**config.mk**
```make
export PLATFORM = sky130hd
export DESIGN_NAME = acc_display
export DESIGN_NICKNAME = d
export VERILOG_FILES = /design/src/rtl/acc_display_pkg.sv /design/src/rtl/acc_display_seg7_enc.sv /design/src/rtl/acc_display.sv
export SDC_FILE = /design/constraint.sdc
export NUM_CORES = 1
export LEC_CHECK = 0
export ABC_AREA = 1
export CAP_MARGIN = 10
export CORE_UTILIZATION = 55
export CTS_CLUSTER_SIZE = 8
export DETAILED_ROUTE_END_ITERATION = 10
export PLACE_DENSITY_LB_ADDON = 0.25
export SETUP_SLACK_MARGIN = 0.02
export SLEW_MARGIN = 10
export SYNTH_ARGS = -nofsm -noshare
export SYNTH_HDL_FRONTEND = slang
export SYNTH_SLANG_ARGS = --single-unit
```
**constraint.sdc**
```tcl
create_clock -name clk -period 2.03 [get_ports clk]
set_input_delay 0.203 -clock clk [delete_from_list [all_inputs] [get_ports clk]]
set_output_delay 0.203 -clock clk [all_outputs]
set_load 0.01 [all_outputs]
```
**src/rtl/acc_display_pkg.sv**
```systemverilog
// Shared constants for the accumulator display: segment table, FSM states, BCD sizing.
// Segment patterns are active-low in {g,f,e,d,c,b,a} order.
package acc_display_pkg;

    localparam int BCD_DIGITS = 4;
    localparam int BCD_W      = 4 * BCD_DIGITS;

    localparam logic [6:0] SEG_BLANK = 7'h7F;
    localparam logic [6:0] SEG_MINUS = 7'h3F;

    // Entry i is the pattern for decimal digit i.
    localparam logic [9:0][6:0] SEG_DIGIT = {
        7'h10, 7'h00, 7'h78, 7'h02, 7'h12,
        7'h19, 7'h30, 7'h24, 7'h79, 7'h40
    };

    typedef enum logic [1:0] {
        ST_IDLE = 2'd0,
        ST_CONV = 2'd1,
        ST_DONE = 2'd2
    } state_t;

    // Double-dabble correction applied before each shift.
    function automatic logic [BCD_W-1:0] bcd_add3(input logic [BCD_W-1:0] b);
        logic [BCD_W-1:0] r;
        r = b;
        for (int i = 0; i < BCD_DIGITS; i++) begin
            if (r[4*i +: 4] >= 4'd5) begin
                r[4*i +: 4] = r[4*i +: 4] + 4'd3;
            end
        end
        return r;
    endfunction

endpackage

```
**src/rtl/acc_display_seg7_enc.sv**
```systemverilog
// seg7_enc: one BCD digit to an active-low 7-segment pattern.
// Latency: combinational. Backpressure: none; codes above 9 show blank.
module seg7_enc
    import acc_display_pkg::*;
(
    input  logic [3:0] bcd,
    output logic [6:0] seg
);

    always_comb begin
        seg = SEG_BLANK;
        case (bcd)
            4'd0: seg = SEG_DIGIT[0];
            4'd1: seg = SEG_DIGIT[1];
            4'd2: seg = SEG_DIGIT[2];
            4'd3: seg = SEG_DIGIT[3];
            4'd4: seg = SEG_DIGIT[4];
            4'd5: seg = SEG_DIGIT[5];
            4'd6: seg = SEG_DIGIT[6];
            4'd7: seg = SEG_DIGIT[7];
            4'd8: seg = SEG_DIGIT[8];
            4'd9: seg = SEG_DIGIT[9];
            default: seg = SEG_BLANK;
        endcase
    end

endmodule

```
**src/rtl/acc_display.sv**
```systemverilog
// acc_display: signed accumulator value to sign + 4 decimal 7-segment digits (double dabble).
// Latency: WIDTH+1 edges from accepted load to valid. Backpressure: load ignored while busy.
// ACC_DISPLAY_ZERO_BLANK_EN blanks leading zeros on hex3..hex1.
module acc_display
    import acc_display_pkg::*;
#(
    parameter int WIDTH = 14
) (
    input  logic                    clk,
    input  logic                    reset,
    input  logic signed [WIDTH-1:0] value_in,
    input  logic                    load,
    output logic                    busy,
    output logic                    valid,
    output logic [6:0]              hex0,
    output logic [6:0]              hex1,
    output logic [6:0]              hex2,
    output logic [6:0]              hex3,
    output logic [6:0]              hex_sign
);

`ifdef ACC_DISPLAY_ZERO_BLANK_EN
    localparam bit ZERO_BLANK = 1'b1;
`else
    localparam bit ZERO_BLANK = 1'b0;
`endif

    localparam int CNT_W = $clog2(WIDTH);
    localparam logic [6:0] LEAD_ZERO = ZERO_BLANK ? SEG_BLANK : SEG_DIGIT[0];

    state_t           state;
    logic [CNT_W-1:0] cnt;
    logic [BCD_W-1:0] bcd_q;
    logic [WIDTH-1:0] mag_q;
    logic             sign_q;

    logic [WIDTH-1:0] mag_init;
    logic [BCD_W-1:0] bcd_adj;
    logic [6:0]       seg [BCD_DIGITS];

    // Two's-complement negate as unsigned keeps the most-negative input exact.
    assign mag_init = value_in[WIDTH-1] ? (~value_in) + {{(WIDTH-1){1'b0}}, 1'b1}
                                        : value_in;
    assign bcd_adj  = bcd_add3(bcd_q);

    for (genvar i = 0; i < BCD_DIGITS; i++) begin : g_enc
        seg7_enc u_enc (
            .bcd (bcd_q[4*i +: 4]),
            .seg (seg[i])
        );
    end

    always_ff @(posedge clk) begin
        if (reset) begin
            state    <= ST_IDLE;
            busy     <= 1'b0;
            valid    <= 1'b0;
            cnt      <= '0;
            bcd_q    <= '0;
            mag_q    <= '0;
            sign_q   <= 1'b0;
            hex0     <= SEG_DIGIT[0];
            hex1     <= LEAD_ZERO;
            hex2     <= LEAD_ZERO;
            hex3     <= LEAD_ZERO;
            hex_sign <= SEG_BLANK;
        end else begin
            valid <= 1'b0;
            case (state)
                ST_IDLE: begin
                    if (load && !busy) begin
                        sign_q <= value_in[WIDTH-1];
                        mag_q  <= mag_init;
                        bcd_q  <= '0;
                        cnt    <= '0;
                        busy   <= 1'b1;
                        state  <= ST_CONV;
                    end
                end
                ST_CONV: begin
                    bcd_q <= {bcd_adj[BCD_W-2:0], mag_q[WIDTH-1]};
                    mag_q <= {mag_q[WIDTH-2:0], 1'b0};
                    cnt   <= cnt + CNT_W'(1);
                    if (cnt == CNT_W'(WIDTH - 1)) begin
                        state <= ST_DONE;
                    end
                end
                ST_DONE: begin
                    hex0     <= seg[0];
                    hex1     <= (ZERO_BLANK && bcd_q[BCD_W-1:4] == '0)  ? SEG_BLANK : seg[1];
                    hex2     <= (ZERO_BLANK && bcd_q[BCD_W-1:8] == '0)  ? SEG_BLANK : seg[2];
                    hex3     <= (ZERO_BLANK && bcd_q[BCD_W-1:12] == '0) ? SEG_BLANK : seg[3];
                    hex_sign <= (sign_q && bcd_q != '0) ? SEG_MINUS : SEG_BLANK;
                    valid    <= 1'b1;
                    busy     <= 1'b0;
                    state    <= ST_IDLE;
                end
                default: begin
                    state <= ST_IDLE;
                    busy  <= 1'b0;
                end
            endcase
        end
    end

endmodule

```
==> summary.md, run 1 <==
| Metric | Value |
|---|---|
| Status | `finished with violations` |
| Violated checks | `design-rule violations` |
| Mapped cell area | `3740 um2` |
| Number of synthesized register bits | `68` |
| Layout cell share with drive strength beyond 1 | `7.67%` |
| Type of the most critical hold path | `flop to flop` |
| Initial antenna violation count | `0` |
| PortBufs | `47` |
| Post-synth EDFFs | `0` |
| Worst Setup End Kind | `flop` |
| CTS clk-pin slew, worst paths | `0.07 ns` |
| Core footprint | `6460 um2` |
| Area after DPL | `4250 um2` |
| First drt pass iteration count | `8` |
| Placed insts | `636` |
| Die area | `7130 um2` |
| Num CTS Buffers | `9` |
| Starting DRT DRC Count | `263` |
| # rows | `29` |
| Max-cap violation count | `0` |
| Post-synthesis compound-gate area fraction | `23.2%` |
| Leak | `1.85 nW` |
| Commonest cells after routing, fill and taps aside | `nand2_1, a21oi_1, dfxtp_1` |
| Root Buffer | `clkbuf_8` |
| Yosys cell types | `41` |
| Hold Path Stages | `2` |
| Mapped Cells | `525` |
| Syn_area_per_cell | `7.12 um2` |
| Asr flop ratio synth | `0%` |
| Worst vdd ir | `0.000436 V` |
| Synth Flop Type | `dfxtp_1` |
| RSZ-0062 raised after global routing | `no` |
| Hold_buf cts | `0` |
| Cell area after layout | `4440 um2` |
| Synth warn | `0` |
| DRC Markers | `4` |
| Vias per cell | `5.51` |
| Synth Area in XOR/XNOR | `0.468%` |
| Max clock buf depth | `2` |
| Die height | `84.5 um` |
| Worst setup SP type | `flop` |
| H-tree depth reported by CTS | `3` |
| Final max-slew violation count | `0` |
| FMAX | `588 MHz` |
| Critical Path AT | `1.93 ns` |
| Final setup fails | `0` |
| Worst Min Path Start | `mag_q[9]$_SDFFE_PP0P_` |
| PwrDens | `638 nW/um2` |
| Adder-Cell Fraction of Synth Area | `8.03%` |
| P&R area growth vs syn | `18.6%` |
| R2R depth | `8` |
| Die X | `84.5 um` |
| Routed len/inst | `13.1 um` |
| Final Hold Viols | `0` |
| Simple-gate share of the synthesized area | `21.7%` |
| Via count | `3585` |
| Flop2flop setup slack | `0.33 ns` |
| Global Route Usage Sum | `26.0%` |
| DP HPWL | `6160 um` |
| Setup_tns | `0 ns` |
| GRT Residual Overflow | `0` |
| Final ANT Viol Nets | `0` |
| Total wire length | `8540 um` |
| Most common library cell in the layout ignoring fill and taps | `nand2_1` |
| IO Pins | `54` |
| Pin count of the biggest net entering global routing | `32` |
| Global placer's final weighted congestion | `0.945` |
| Hold Path Sink | `mag_q[9]$_SDFFE_PP0P_` |
| WS Path Type | `flop to flop` |
| Fin crit share | `83.8%` |
| Worst EP required | `2.26 ns` |
| CP Max Fanout | `6` |
| CTS tree | `done` |
| Diode count | `0` |
| End of the worst register-to-register path | `bcd_q[3]$_SDFFE_PP0P_` |
| Largest family of logic cells by synthesized area | `compound AO/OA/AOI/OAI gates` |
| Final nets | `611` |
| Seq/Total Area, Yosys | `36.4%` |
| Final Util | `68.7%` |
| Reg2reg start | `bcd_q[0]$_SDFFE_PP0P_` |
| Setup bufs post-CTS | `0` |
| Finished Layout Cells | `651` |
| Worst-Skew Late Latency | `0.35 ns` |
| Post-synthesis mux area share | `0%` |
| Initial Util | `57.9%` |
| Sink Count | `68` |
| Max Clock Skew | `0.00527 ns` |
| Post_cts resized | `0` |
| First-pass GRT wire length | `15000 um` |
| Vias in the first global route | `3356` |
| Final Critical Period | `1.70 ns` |
cells in the mapped netlist, types with 2 or more instances:
cell | instances | area share [%]
nand2_1 | 111 | 11
a21oi_1 | 72 | 9.6
dfxtp_1 | 68 | 36
inv_1 | 53 | 5.3
o21ai_0 | 50 | 6.7
nor2_1 | 41 | 4.1
ha_1 | 24 | 8.0
nand3_1 | 18 | 2.4
o211ai_1 | 13 | 2.6
buf_2 | 11 | 1.5
a31oi_1 | 6 | 1.0
buf_4 | 6 | 1.2
inv_2 | 6 | 0.60
clkbuf_1 | 5 | 0.50
o21ai_1 | 4 | 0.54
and3_1 | 3 | 0.50
nor3_2 | 3 | 0.80
buf_6 | 2 | 0.60
nand2_2 | 2 | 0.33
nand4_1 | 2 | 0.33
nor3_1 | 2 | 0.27
o21ai_2 | 2 | 0.47
or2_2 | 2 | 0.33
xor2_1 | 2 | 0.47
how the worst max path moves through the flow:
stage	startpoint	endpoint	slack, ns	cells after the start
floorplan	bcd_q[0]$_SDFFE_PP0P_	bcd_q[3]$_SDFFE_PP0P_	0.59	8
global placement	value_in[0]	mag_q[10]$_SDFFE_PP0P_	0.21	10
detailed placement	value_in[0]	mag_q[10]$_SDFFE_PP0P_	0.14	10
CTS	bcd_q[0]$_SDFFE_PP0P_	bcd_q[3]$_SDFFE_PP0P_	0.32	8
global route	bcd_q[0]$_SDFFE_PP0P_	bcd_q[1]$_SDFFE_PP0P_	0.15	9
finish	bcd_q[0]$_SDFFE_PP0P_	bcd_q[3]$_SDFFE_PP0P_	0.33	8
state kept, by name (all words and copies together) (netlist names):
register and count:
valid 1, hex_sign 1, state 2, sign_q 1, cnt 4, hex3 7
busy 1, mag_q 14, bcd_q 16, hex0 7, hex1 7, hex2 7
worst max-delay path, cell delays in order, from the launching register on:
cell      delay, ns
dfxtp_1        0.44
inv_1          0.13
ha_1           0.28
inv_1          0.09
nor2_1         0.05
o21ai_1        0.25
inv_1          0.10
o211ai_1       0.17
a21oi_1        0.08
final cells by class:
| type | instances | area, um2 |
|---|---|---|
| Multi-Input combinational cell | 376 | 2020 |
| Tap cell | 77 | 96.3 |
| Inverter | 60 | 225 |
| Timing Repair Buffer | 55 | 543 |
| Fill cell | 540 | 2020 |
| Clock buffer | 14 | 183 |
| Sequential cell | 68 | 1360 |
| Clock inverter | 1 | 5.00 |
routing by layer:
metal | track usage, % | part of all wire, % | vias to the layer above
li1 | - | - | 1823
met1 | 33.3 | 46 | 1638
met2 | 43.7 | 47 | 105
met3 | 6.29 | 5.2 | 19
met4 | 8.17 | 1.8 | 0
met5 | 0 | 0 | -
stage by stage:
stage          worst slack (ns)  power [mW]  hold WS [ns]
2_1_floorplan             0.590        1.71         0.317
3_3_place_gp              0.211        1.79         0.453
3_5_place_dp              0.136        1.80         0.456
4_1_cts                   0.318        2.85         0.470
5_1_grt                   0.150        2.95         0.485
6_report                  0.329        2.83         0.465
cells by family (layout without fill, tap and decap cells):
| logic type | after synthesis | count (layout) |
|---|---|---|
| simple gates | 189 | 189 |
| compound gates | 155 | 155 |
| buf+inv | 86 | 130 |
| flops | 68 | 68 |
| fa+ha+maj | 24 | 24 |
| xor+xnor | 2 | 2 |
| other cells | 1 | 6 |
report_power, final:
group / internal (mW) / total (mW) / switching [mW] / leakage [nW]
clock network: 0.569 / 1.06 / 0.490 / 0.0986
logic: 0.134 / 0.369 / 0.235 / 1.20
registers: 1.38 / 1.40 / 0.0268 / 0.551
total: 2.08 / 2.83 / 0.752 / 1.85
Power figures use the tool's default switching activity.
==> run 2, diff against run 1 <==
- clock period: 2.03 -> 1.7 ns (I/O delays scaled with it)
==> summary.md, run 2 (synthesized netlist as in run 1, its figures left out) <==
| Metric | Value |
|---|---|
| Status | `finished with violations` |
| Violated checks | `design-rule violations` |
| Seq pwr share | `47.9%` |
| Global Route Usage Sum | `26.9%` |
| Total wire length | `9040 um` |
| Root Buffer | `clkbuf_8` |
| DP HPWL | `6420 um` |
| Max FFs per register | `16` |
| Die X | `84.5 um` |
| Vias per cell | `5.57` |
| Crit path top cell by count | `inv_1` |
| Met3 wire length | `539 um` |
| Layout cell share with drive strength beyond 1 | `10.6%` |
| Final nets | `628` |
| Max Clock Skew | `0.00636 ns` |
| Die area | `7130 um2` |
| Critical path's largest stage delay | `0.45 ns` |
| WP buf/inv | `3` |
| Placed insts | `653` |
| Routed len/inst | `13.5 um` |
| Power Internal | `2.59 mW` |
| R2R depth | `8` |
| Max-cap violation count | `0` |
| P&R area growth vs syn | `22.5%` |
| Reg2reg start | `bcd_q[13]$_SDFFE_PP0P_` |
| CP startpoint | `bcd_q[13]$_SDFFE_PP0P_` |
| CP cell instances | `inv_1, ha_1, inv_1, a21oi_1, o21ai_2, inv_1, o211ai_1, a21oi_1` |
| Final ANT Viol Nets | `0` |
| H-tree depth reported by CTS | `3` |
| Pin count of the biggest net entering global routing | `32` |
| CP Max Fanout | `6` |
| End of the worst register-to-register path | `bcd_q[15]$_SDFFE_PP0P_` |
| First-pass GRT wire length | `15400 um` |
| Initial antenna violation count | `0` |
| Worst-Skew Late Latency | `0.35 ns` |
| First drt pass iteration count | `9` |
| Final max-slew violation count | `0` |
| Die height | `84.5 um` |
| Setup_tns | `0 ns` |
| Metal2 WL | `4270 um` |
| Filler cell count | `553` |
| Worst Slack Setup Final | `0.155 ns` |
| FMAX | `647 MHz` |
| Commonest cells after routing, fill and taps aside | `nand2_1, a21oi_1, dfxtp_1` |
| Num CTS Buffers | `9` |
| Flop2flop setup slack | `0.15 ns` |
| Critical Path AT | `1.77 ns` |
| Via count | `3726` |
| Top flop regs | `bcd_q (16), mag_q (14)` |
| Crit path capture | `bcd_q[15]$_SDFFE_PP0P_` |
| Slowest cell on crit path | `dfxtp_1` |
| Initial Util | `57.9%` |
| Worst EP required | `1.93 ns` |
| Hold_buf cts | `0` |
| # rows | `29` |
| Vias in the first global route | `3346` |
| Max clock buf depth | `2` |
| Most common library cell in the layout ignoring fill and taps | `nand2_1` |
| CTS tree | `done` |
| CTS clk-pin slew, worst paths | `0.07 ns` |
| Fin crit share | `90.9%` |
| Sw Pwr | `0.909 mW` |
| WL met1 | `4040 um` |
| Final Critical Period | `1.55 ns` |
| RSZ-0062 raised after global routing | `no` |
| Worst setup SP type | `flop` |
| Diode count | `0` |
| Sw frac | `26.0%` |
| Finished Layout Cells | `669` |
| CP delay by family, top | `flip-flops` |
| Clock power frac | `38.2%` |
| Type of the most critical hold path | `flop to flop` |
| PwrDens | `763 nW/um2` |
| Worst vdd ir | `0.000497 V` |
| Leak | `1.94 nW` |
| WS Path Type | `flop to flop` |
| Most flops, register | `bcd_q` |
| Final setup fails | `0` |
| Core footprint | `6460 um2` |
| Worst slack, placed | `-0.0374 ns` |
| Global placer's final weighted congestion | `0.938` |
| IO Pins | `54` |
| PortBufs | `47` |
| DRC Markers | `8` |
| Final Util | `70.9%` |
| Worst Setup End Kind | `flop` |
| DR top layer | `met4` |
| GRT Residual Overflow | `0` |
| Crit. path cell count | `8` |
| Starting DRT DRC Count | `323` |
| Final Hold Viols | `0` |
| Proportion of power drawn by combinational gates | `13.8%` |
| Fin Hold WS | `0.463 ns` |
| Sink Count | `68` |
run 2: cell types whose count changed in the layout (fill, tap and decap cells not counted), sizes merged:
cell	previous run	this run
buf	8	25
bufinv	0	1
clkbuf	14	15
clkinv	2	1
run 2: worst min path at each step:
stage                      startpoint                     end  slack (ns)  cells past startpoint
4_1_cts        mag_q[11]$_SDFFE_PP0P_  mag_q[11]$_SDFFE_PP0P_        0.47                      2
6_report       mag_q[11]$_SDFFE_PP0P_  mag_q[11]$_SDFFE_PP0P_        0.46                      2
3_5_place_dp   mag_q[11]$_SDFFE_PP0P_  mag_q[11]$_SDFFE_PP0P_        0.46                      2
2_1_floorplan                   reset     cnt[1]$_SDFFE_PP0P_        0.28                      1
5_1_grt         mag_q[4]$_SDFFE_PP0P_   mag_q[4]$_SDFFE_PP0P_        0.49                      2
3_3_place_gp    mag_q[5]$_SDFFE_PP0P_   mag_q[5]$_SDFFE_PP0P_        0.45                      2
run 2: layout make-up:
type	count	area (um2)	area share [%]
clock buffers	15	166	3.63
clock inverters	1	30.0	0.656
inverters	60	225	4.92
well taps	77	96.3	2.10
multi-input cells	376	2030	44.3
flip-flops and latches	68	1360	29.7
repair buffers	72	671	14.6
run 2: worst reg2reg max path, cell delays in order, from the launching register on:
cell and delay [ns]:
dfxtp_1 0.45, inv_1 0.12, ha_1 0.26, inv_1 0.09, a21oi_1 0.08, o21ai_2 0.11
inv_1 0.08, o211ai_1 0.16, a21oi_1 0.08
run 2: power by group through the flow:
stage	registers (mW)	clock network (mW)	logic, mW
after floorplan	1.70	0	0.337
after global placement	1.71	0	0.462
after detailed placement	1.71	0	0.473
after CTS	1.68	1.36	0.478
after global routing	1.68	1.44	0.528
final	1.68	1.34	0.484
run 2: per-layer routing:
metal / track usage [%] / vias up
li1: - / 1859
met1: 34.8 / 1712
met2: 44.9 / 136
met3: 5.80 / 19
met4: 9.09 / 0
met5: 0 / -
run 2: per-stage QoR:
step           instance area (um2)  power, mW
6_report                      4580       3.50
5_1_grt                       4580       3.65
4_1_cts                       4570       3.51
3_5_place_dp                  4380       2.18
3_3_place_gp                  4380       2.17
2_1_floorplan                 3760       2.04
run 2: what timing repair did:
action	4_1_cts	5_1_grt
gates resized for setup	0	4
setup endpoints to repair	0	4
setup buffers	0	0
